**src/rtl/uart_pkg.sv**
```systemverilog
// Shared UART definitions: receiver FSM states and parity-type codes
// used by both the RX frame decoder and the TX parity unit.
package uart_pkg;

   typedef enum logic [2:0] {
      IDLE   = 3'd0,
      START  = 3'd1,
      DATA   = 3'd2,
      PARITY = 3'd3,
      STOP   = 3'd4
   } rx_state_e;

   localparam logic PAR_EVEN = 1'b0;
   localparam logic PAR_ODD  = 1'b1;

endpackage

```
**src/rtl/uart_rx_frame_if.sv**
```systemverilog
// Serial-in / parallel-out bundle of the UART receiver.
// master drives the line and frame config, slave is the receiver.
interface uart_rx_frame_if #(
   parameter int Data_Width = 8
);
   logic                  RX_In;
   logic                  Par_En;
   logic                  Par_Type;
   logic [Data_Width-1:0] P_Data;
   logic                  Data_Valid;
   logic                  Par_Err;
   logic                  Stop_Err;
   logic                  Busy;

   modport master (
      output RX_In, Par_En, Par_Type,
      input  P_Data, Data_Valid, Par_Err,
      input  Stop_Err, Busy
   );

   modport slave (
      input  RX_In, Par_En, Par_Type,
      output P_Data, Data_Valid, Par_Err,
      output Stop_Err, Busy
   );
endinterface

```
**src/rtl/uart_rx_sampler.sv**
```systemverilog
// Bit timer and sample point for the UART receiver.
// UART_RX_MAJORITY_EN: 2-of-3 vote around mid-bit, decision 1 clk later.
module uart_rx_sampler #(
   parameter int Prescale = 8
) (
   input  logic clk,
   input  logic RST,
   input  logic rx_s_i,
   input  logic start_i,
   input  logic run_i,
   output logic sample_valid_o,
   output logic sample_bit_o,
   output logic bit_end_o
);
   localparam int CW = $clog2(Prescale);
   localparam logic [CW-1:0] ONE  = CW'(1);
   localparam logic [CW-1:0] MID  = CW'(Prescale / 2);
   localparam logic [CW-1:0] LAST = CW'(Prescale - 1);

   logic [CW-1:0] bit_cnt_q, bit_cnt_d;

   // restart on start detect, free-run and wrap while a frame is active
   always_comb begin
      bit_cnt_d = bit_cnt_q;
      if (start_i) begin
         bit_cnt_d = '0;
      end else if (run_i) begin
         if (bit_cnt_q == LAST) bit_cnt_d = '0;
         else                   bit_cnt_d = bit_cnt_q + ONE;
      end
   end

   // bit counter register
   always_ff @(posedge clk) begin
      if (RST) bit_cnt_q <= '0;
      else     bit_cnt_q <= bit_cnt_d;
   end

   assign bit_end_o = run_i && (bit_cnt_q == LAST);

`ifdef UART_RX_MAJORITY_EN
   logic early_q, mid_q;

   // hold the two samples that precede the voting point
   always_ff @(posedge clk) begin
      if (RST) begin
         early_q <= 1'b1;
         mid_q   <= 1'b1;
      end else begin
         if (run_i && bit_cnt_q == MID - ONE) early_q <= rx_s_i;
         if (run_i && bit_cnt_q == MID)       mid_q   <= rx_s_i;
      end
   end

   assign sample_valid_o = run_i && (bit_cnt_q == MID + ONE);
   assign sample_bit_o   = (early_q & mid_q) |
                           (early_q & rx_s_i) |
                           (mid_q & rx_s_i);
`else
   assign sample_valid_o = run_i && (bit_cnt_q == MID);
   assign sample_bit_o   = rx_s_i;
`endif

endmodule

```
**src/rtl/uart_rx_frame.sv**
```systemverilog
// UART receive framer: start/data/parity/stop decode with error flags.
// Optional UART_RX_MAJORITY_EN selects majority-vote bit sampling.
module uart_rx_frame
   import uart_pkg::*;
#(
   parameter int Data_Width = 8,
   parameter int Prescale   = 8
) (
   input logic            clk,
   input logic            RST,
   uart_rx_frame_if.slave bus
);
   localparam int NW = $clog2(Data_Width + 1);
   localparam logic [NW-1:0] NONE = NW'(1);
   localparam logic [NW-1:0] NALL = NW'(Data_Width);

   rx_state_e state_q, state_d;
   logic rx_s1_q, rx_s_q;
   logic [Data_Width-1:0] shift_q, shift_d;
   logic [Data_Width-1:0] p_data_q, p_data_d;
   logic [NW-1:0] n_q, n_d;
   logic par_en_q, par_en_d;
   logic par_type_q, par_type_d;
   logic par_bad_q, par_bad_d;
   logic dv_q, dv_d, pe_q, pe_d, se_q, se_d;
   logic busy_q, busy_d;
   logic start_det, run;
   logic samp_v, samp_b, bit_end;

   assign run = (state_q != IDLE);

   uart_rx_sampler #(
      .Prescale(Prescale)
   ) u_sampler (
      .clk           (clk),
      .RST           (RST),
      .rx_s_i        (rx_s_q),
      .start_i       (start_det),
      .run_i         (run),
      .sample_valid_o(samp_v),
      .sample_bit_o  (samp_b),
      .bit_end_o     (bit_end)
   );

   // two-flop synchronizer for the asynchronous line
   always_ff @(posedge clk) begin
      if (RST) begin
         rx_s1_q <= 1'b1;
         rx_s_q  <= 1'b1;
      end else begin
         rx_s1_q <= bus.RX_In;
         rx_s_q  <= rx_s1_q;
      end
   end

   // frame FSM, shift register and one-cycle outcome decision
   always_comb begin
      state_d    = state_q;
      shift_d    = shift_q;
      p_data_d   = p_data_q;
      n_d        = n_q;
      par_en_d   = par_en_q;
      par_type_d = par_type_q;
      par_bad_d  = par_bad_q;
      dv_d       = 1'b0;
      pe_d       = 1'b0;
      se_d       = 1'b0;
      start_det  = 1'b0;
      unique case (state_q)
         IDLE: begin
            if (!rx_s_q) begin
               state_d    = START;
               start_det  = 1'b1;
               par_en_d   = bus.Par_En;
               par_type_d = bus.Par_Type;
               par_bad_d  = 1'b0;
               n_d        = '0;
            end
         end
         START: begin
            if (samp_v && samp_b) state_d = IDLE;
            else if (bit_end)     state_d = DATA;
         end
         DATA: begin
            if (samp_v) begin
               shift_d = {samp_b, shift_q[Data_Width-1:1]};
               n_d     = n_q + NONE;
            end
            if (bit_end && n_q == NALL)
               state_d = par_en_q ? PARITY : STOP;
         end
         PARITY: begin
            if (samp_v)
               par_bad_d = samp_b ^ (^shift_q) ^
                           (par_type_q == PAR_ODD);
            if (bit_end) state_d = STOP;
         end
         STOP: begin
            if (samp_v) begin
               state_d = IDLE;
               if (!samp_b) begin
                  se_d = 1'b1;
               end else if (par_bad_q) begin
                  pe_d = 1'b1;
               end else begin
                  dv_d     = 1'b1;
                  p_data_d = shift_q;
               end
            end
         end
         default: state_d = IDLE;
      endcase
      busy_d = (state_d != IDLE);
   end

   // state and output registers
   always_ff @(posedge clk) begin
      if (RST) begin
         state_q    <= IDLE;
         shift_q    <= '0;
         p_data_q   <= '0;
         n_q        <= '0;
         par_en_q   <= 1'b0;
         par_type_q <= PAR_EVEN;
         par_bad_q  <= 1'b0;
         dv_q       <= 1'b0;
         pe_q       <= 1'b0;
         se_q       <= 1'b0;
         busy_q     <= 1'b0;
      end else begin
         state_q    <= state_d;
         shift_q    <= shift_d;
         p_data_q   <= p_data_d;
         n_q        <= n_d;
         par_en_q   <= par_en_d;
         par_type_q <= par_type_d;
         par_bad_q  <= par_bad_d;
         dv_q       <= dv_d;
         pe_q       <= pe_d;
         se_q       <= se_d;
         busy_q     <= busy_d;
      end
   end

   assign bus.P_Data     = p_data_q;
   assign bus.Data_Valid = dv_q;
   assign bus.Par_Err    = pe_q;
   assign bus.Stop_Err   = se_q;
   assign bus.Busy       = busy_q;

endmodule

```
**src/flat_wrapper.sv**
```systemverilog
// flat-port wrapper written by rule: the top's interface ports become plain ports
module uart_rx_frame_flat import uart_pkg::*;
#(
   parameter int Data_Width = 8,
   parameter int Prescale   = 8
)
  (clk, RST, bus_RX_In, bus_Par_En, bus_Par_Type, bus_P_Data, bus_Data_Valid, bus_Par_Err, bus_Stop_Err, bus_Busy);
  uart_rx_frame_if #(.Data_Width(Data_Width)) bus_i ();
  input logic clk;
  input logic RST;
  input wire logic [$bits(bus_i.RX_In)-1:0] bus_RX_In;
  input wire logic [$bits(bus_i.Par_En)-1:0] bus_Par_En;
  input wire logic [$bits(bus_i.Par_Type)-1:0] bus_Par_Type;
  output wire logic [$bits(bus_i.P_Data)-1:0] bus_P_Data;
  output wire logic [$bits(bus_i.Data_Valid)-1:0] bus_Data_Valid;
  output wire logic [$bits(bus_i.Par_Err)-1:0] bus_Par_Err;
  output wire logic [$bits(bus_i.Stop_Err)-1:0] bus_Stop_Err;
  output wire logic [$bits(bus_i.Busy)-1:0] bus_Busy;
  assign bus_i.RX_In = bus_RX_In;
  assign bus_i.Par_En = bus_Par_En;
  assign bus_i.Par_Type = bus_Par_Type;
  assign bus_P_Data = bus_i.P_Data;
  assign bus_Data_Valid = bus_i.Data_Valid;
  assign bus_Par_Err = bus_i.Par_Err;
  assign bus_Stop_Err = bus_i.Stop_Err;
  assign bus_Busy = bus_i.Busy;
  uart_rx_frame #(.Data_Width(Data_Width), .Prescale(Prescale)) u_core (.clk(clk), .RST(RST), .bus(bus_i));
endmodule
```
**config.mk**
```make
export PLATFORM = sky130hd
export DESIGN_NAME = uart_rx_frame_flat
export DESIGN_NICKNAME = d
export VERILOG_FILES = /design/src/rtl/uart_pkg.sv /design/src/rtl/uart_rx_frame_if.sv /design/src/rtl/uart_rx_sampler.sv /design/src/rtl/uart_rx_frame.sv /design/src/flat_wrapper.sv
export SDC_FILE = /design/constraint.sdc
export NUM_CORES = 1
export LEC_CHECK = 0
export ABC_CLOCK_PERIOD_IN_PS = 1730
export CAP_MARGIN = 20
export CORE_MARGIN = 2
export CORE_UTILIZATION = 32
export CTS_CLUSTER_SIZE = 14
export DETAILED_ROUTE_END_ITERATION = 10
export PLACE_DENSITY_LB_ADDON = 0.3
export RECOVER_POWER = 25
export SYNTH_ARGS = -nofsm -noshare
export SYNTH_HDL_FRONTEND = slang
export SYNTH_SLANG_ARGS = --single-unit
```
**constraint.sdc**
```tcl
create_clock -name clk -period 1.73 [get_ports clk]
set_input_delay 0.173 -clock clk [delete_from_list [all_inputs] [get_ports clk]]
set_output_delay 0.173 -clock clk [all_outputs]
set_load 0.02 [all_outputs]
```
* After elaboration in Yosys (flattened, before gate mapping) *
Index checks and enable logic that the tools add are counted.

word-level totals
  bits in registers = 35
  bits of input ports = 5
  output and inout bits = 12
  word-level logic and storage cells = 69

cells by class
  add/sub/neg operators = 2
  equality and inequality tests = 10
  mux-type cells = 19
  bitwise operators = 6
  reductions and logical operators = 18

operators by type and width
  operator                                              number
  2-to-1 mux 3 bit                                      8
  one-hot mux 3 bit (5 select lines)                    1
  equality test 3 bit (second input constant)           3
  2-to-1 mux 4 bit                                      2
  one-hot mux 4 bit (2 select lines)                    1
  parity 8 bit                                          1
  equality test 3 x 2 -> 1 bit (second input constant)  2
  2-to-1 mux 1 bit                                      6
  AND reduction 3 bit                                   2
  nonzero test 3 bit                                    2
  adder 4 x 1 -> 4 bit (second input constant)          1
  equality test 4 bit (second input constant)           1
  logical AND 1 bit                                     4
  != test 2 x 1 -> 1 bit (second input constant)        2
  inverter 1 bit                                        4
  AND reduction 2 bit                                   2
  AND reduction 4 bit                                   1
  nonzero test 2 bit                                    2
  OR reduction 4 bit                                    1
  adder 3 x 1 -> 3 bit (second input constant)          1
  equality test 3 x 1 -> 1 bit (second input constant)  1
  zero test 3 bit                                       1
  OR reduction 3 bit                                    1
  != test 2 bit (second input constant)                 1
  other kinds (3)                                       4

* Depth between registers and ports, before layout *
  depth after elaboration = 6
  gate-level depth with buffers = 7
  mapped depth without buffers = 6

* By module *
Synthesis repeated with hierarchy kept, for this count alone.

unflattened totals
  cell total of the unflattened synthesis = 174
  area total of the unflattened synthesis = 1572.8 um^2

by module, submodules not included
  module           times used  cells each  area each (um^2)  seq. area each (um^2)
  uart_rx_frame    1           156         1390.1            640.6
  uart_rx_sampler  1           18          182.7             60.1

* Worst setup path after synthesis *
No wires, ideal clock.

  path type = reg-to-reg
  start point = reg u_core.u_sampler.bit_cnt_q[0]
  end point = reg u_core.p_data_q[1] (netlist: u_core.bus.P_Data[1])
  setup time = 128 ps
  arrival time = 1427 ps
  required time = 1602 ps
  setup slack = 176 ps
  stages on the path, launching flop included = 7
  path buffers = 0
  period minus slack after synthesis = 1554 ps
  cell sequence = dfxtp_1 > inv_1 > ha_1 > nand3_1 > nor3_4 > mux2i_1 > nor2_1

between the ends
  cells in the longest elaborated chain, start to end = 3

RTL lines
  element                        RTL line               RTL
  start, declared                uart_rx_sampler.sv:20  logic [CW-1:0] bit_cnt_q, bit_cnt_d;
  start signal, assigned         uart_rx_sampler.sv:36  else bit_cnt_q <= bit_cnt_d;
  equality test 3 bit            uart_rx_sampler.sv:60  assign sample_valid_o = run_i && (bit_cnt_q == MID);
  logical AND 1 bit              uart_rx_sampler.sv:60
  AND reduction 4 bit (no line)  -
  end signal, assigned           uart_rx_frame.sv:133   p_data_q <= p_data_d;
  end, declared                  uart_rx_frame.sv:20    logic [Data_Width-1:0] p_data_q, p_data_d;

Every way passes these cells.
A chain may end at the register's enable or synchronous reset.

* Worst setup path in the final report *
  start point = reg u_core.u_sampler.bit_cnt_q[0]
  end point = reg u_core.busy_q (netlist: u_core.bus.Busy)

between the ends
  cells in the longest elaborated chain, start to end = 6
  elaborated cells on any way between the ends = 13
  those cells by class = 2 x eq/ne; 6 x mux; 5 x reduce/logical

RTL lines
  element                                         RTL line                                      RTL
  equality test 3 bit (on tied branches)          uart_rx_sampler.sv:39, uart_rx_sampler.sv:60
  logical AND 1 bit (on tied branches)            uart_rx_sampler.sv:39, uart_rx_sampler.sv:60
  2-to-1 mux 3 bit, or another cell as far along  uart_rx_frame.sv:82                           else if (bit_end) state_d = DATA;
  2-to-1 mux 3 bit (on tied branches)             uart_rx_frame.sv:81, uart_rx_frame.sv:89
  one-hot mux 3 bit (5 select lines) (*)          uart_rx_frame.sv:69                           unique case (state_q)
  nonzero test 3 bit (*)                          uart_rx_frame.sv:113                          busy_d = (state_d != IDLE);
  end signal, assigned                            uart_rx_frame.sv:141                          busy_q <= busy_d;
  end, declared                                   uart_rx_frame.sv:26                           logic busy_q, busy_d;

Mark *: on every way between the ends. The rest lies on a longest branch, timed or not.

==> flow_summary.ini <==
[placement]
dp_hpwl_mm = 2.07
port_buffers = 16
place.gp.congestion = 0.731

[critical_path]
start_kind = register
reg2reg_from = u_core.u_sampler.bit_cnt_q[0]
crit_family = adder cells
reg2reg_to = u_core.bus.Busy
cp.buffers_inverters = 0
arrival_ns = 1.78
path_common_cell = ha_1
cp_slowest_stage_delay_ns = 0.34
cp_cell_sequence = ha_1 -> ha_1 -> nand4b_1 -> nor2_1 -> a211o_1 -> o21a_1
worstPathRequired_ns = 1.91
critical_path.max_fanout = 6
path_class = reg -> reg
crit_path_end_kind = register
reg2reg_depth = 6
r2r_setup_slack_ns = 0.13
slowest_stage = dfxtp_1

[clocking]
clkTransAtPathRegs_ns = 0.07
clock-root-buffer = clkbuf_8
postCtsSetupBuffers = 0
insertion_delay_ns = 0.29
cts_hold_buf = 0
cts_buffer_depth = 2
numCtsBuffers = 5
cts.htree.levels = 2
clkSinkCount = 35
cts_tree = built
cts.repair.resized = 0

[sta]
slew_headroom = 0.711
skew_ns = 0.00772
report.final.slew_viol_count = 0
period_share = 0.923
setup_violations = 0
worstMarginPinSlew_ns = 0.430
finalHoldViolCount = 0
period_minus_slack_ns = 1.60
final.setup.tns_ns = 0
rsz0062_at_grt = false
max_freq_ghz = 0.626

[power]
sw_frac_of_total = 0.192
switchingPower_mw = 0.339
seq_power_share = 0.464
p_clk_frac = 0.494
power_density_nw_per_um2 = 899
pwr-share-comb = 0.043
p_leak_nw = 0.702
p_int_mw = 1.43
ir_drop_mv = 0.492

[routing]
wirelength_mm = 3.03
final_antenna_net_count = 0
vias_per_cell = 4.83
drtIter0Drc = 50
drc = 0
dr.pass1.iters = 4
route.vias.total = 1207
wl_per_cell_um = 12.1

[final_layout]
drive_gt1_frac = 0.122
mostFrequentLayoutCells = dfxtp_1 (35), nand2_1 (21), nor2_1 (17)
nFillCells = 480
area_growth_pct = 26.9
antenna_cells = 0
layout.nets = 205
layout.cells.most_common = dfxtp_1
post-route-util = 0.418

[global_routing]
grt_pass1_wl_mm = 5.18
grt_max_degree = 19
grt-ovfl-total = 0
grt_use_total = 0.126
antenna_found_initial = 0
grt_pass1_vias = 1085

[synthesis]
yosysUniqueCellTypes = 35
ys_seq_area_frac = 0.453
ys_seq_elements = 35
synth_area_um2 = 1550
yosys_warnings = 0
syn_nets = 180
synth_cells = 170
syn_area_per_cell_um2 = 9.10

[hold_path]
hp-class = reg -> reg
holdPathStages = 1
hold_end = u_core.rx_s_q
min_from = u_core.rx_s1_q

[run]
maxCapViolations = 0

[floorplan]
row_count = 25
ios = 17
dieHeight_um = 73.5
dieArea_um2 = 5410
fp.dieW_um = 73.5
initial_core_util = 0.330
core_area_um2 = 4690

[status]
outcome = completed
-- cell usage after synthesis --
master	number	area [µm²]
and2_1	3	18.8
clkbuf_1	6	22.5
nand2b_1	1	6.26
mux2i_1	11	110
xnor2_1	7	61.3
xor2_1	3	26.3
or2_2	2	12.5
buf_2	3	15.0
nor3b_1	1	7.51
o32ai_1	1	8.76
ha_1	5	62.6
a21oi_1	11	55.1
nand3b_1	1	7.51
nand3_1	6	30.0
o21a_1	2	15.0
mux2_2	1	11.3
nor3_1	7	35.0
a31oi_1	4	25.0
nor3_4	1	16.3
o21ai_0	2	10.0
or3b_1	1	8.76
or3_1	2	12.5
nor4_2	1	12.5
and3_1	1	6.26
nand4b_1	2	17.5
a211o_1	1	8.76
dfxtp_1	35	701
inv_1	5	18.8
a22oi_1	1	7.51
nand2_1	21	78.8
nor2b_1	1	6.26
nor3b_2	1	12.5
nor2_1	17	63.8
nor4_1	2	12.5
xnor3_1	1	22.5
-- sequential cells by signal, indices dropped and copies added, names as in the netlist --
name,count
u_core.bus.Par_Err,1
u_core.rx_s1_q,1
u_core.par_type_q,1
u_core.bus.Data_Valid,1
u_core.bus.Stop_Err,1
u_core.par_bad_q,1
u_core.bus.P_Data,8
u_core.state_q,3
u_core.u_sampler.bit_cnt_q,3
u_core.n_q,4
u_core.shift_q,8
u_core.par_en_q,1
u_core.rx_s_q,1
u_core.bus.Busy,1
-- per-stage QoR --
step                      hold slack (ns)  setup WS, ns  power [mW]  instances  area (µm²)
after floorplan                     0.277         0.176       0.883        170        1550
after global placement              0.409         0.149       0.914        242        1830
after detailed placement            0.413         0.124       0.915        242        1830
after CTS                           0.440         0.122        1.80        250        1960
after global routing                0.448        0.0533        1.83        250        1960
final                               0.442         0.133        1.77        250        1960
-- metal layers --
metal / vias to the layer above / part of all wire / GRT usage
met1: 551 / 0.50 / 0.166
met5: - / 0 / 0
met4: 0 / 0.024 / 0.0667
met2: 19 / 0.43 / 0.182
li1: 630 / - / -
met3: 7 / 0.046 / 0.0412
-- cells by family after synthesis --
kind of cell / synth area share
simple gates: 0.236
fa+ha+maj: 0.0405
buf+inv: 0.0364
flops: 0.453
mux: 0.0785
compound gates: 0.0841
xor+xnor: 0.0712
-- how the worst max path moves through the flow --
| stage | from | endpoint | cells past startpoint |
|---|---|---|---|
| after floorplan | u_core.u_sampler.bit_cnt_q[0] | u_core.bus.P_Data[1] | 6 |
| after global placement | u_core.u_sampler.bit_cnt_q[0] | u_core.bus.Busy | 6 |
| after detailed placement | u_core.u_sampler.bit_cnt_q[0] | u_core.bus.Busy | 6 |
| after CTS | u_core.u_sampler.bit_cnt_q[0] | u_core.bus.Busy | 6 |
| after global routing | u_core.u_sampler.bit_cnt_q[0] | u_core.bus.Busy | 6 |
| final | u_core.u_sampler.bit_cnt_q[0] | u_core.bus.Busy | 6 |
-- power groups by stage --
stage               logic, mW  clock network, mW  registers, mW
CTS                    0.0775              0.905          0.819
floorplan              0.0467                  0          0.837
global placement       0.0771                  0          0.837
global route           0.0832              0.928          0.819
finish                 0.0751              0.872          0.819
detailed placement     0.0771                  0          0.837
-- area by class of cell --
type / count / area (µm²) / share of cell area
clock buffer: 6 / 72.6 / 0.0370
sequential: 35 / 701 / 0.357
timing repair buffer: 27 / 248 / 0.126
tap: 54 / 67.6 / 0.0344
inverter: 5 / 18.8 / 0.00956
multi-input combinational: 121 / 796 / 0.405
clock inverter: 2 / 60.1 / 0.0306
Note: power is estimated with default switching activity, not from simulation.
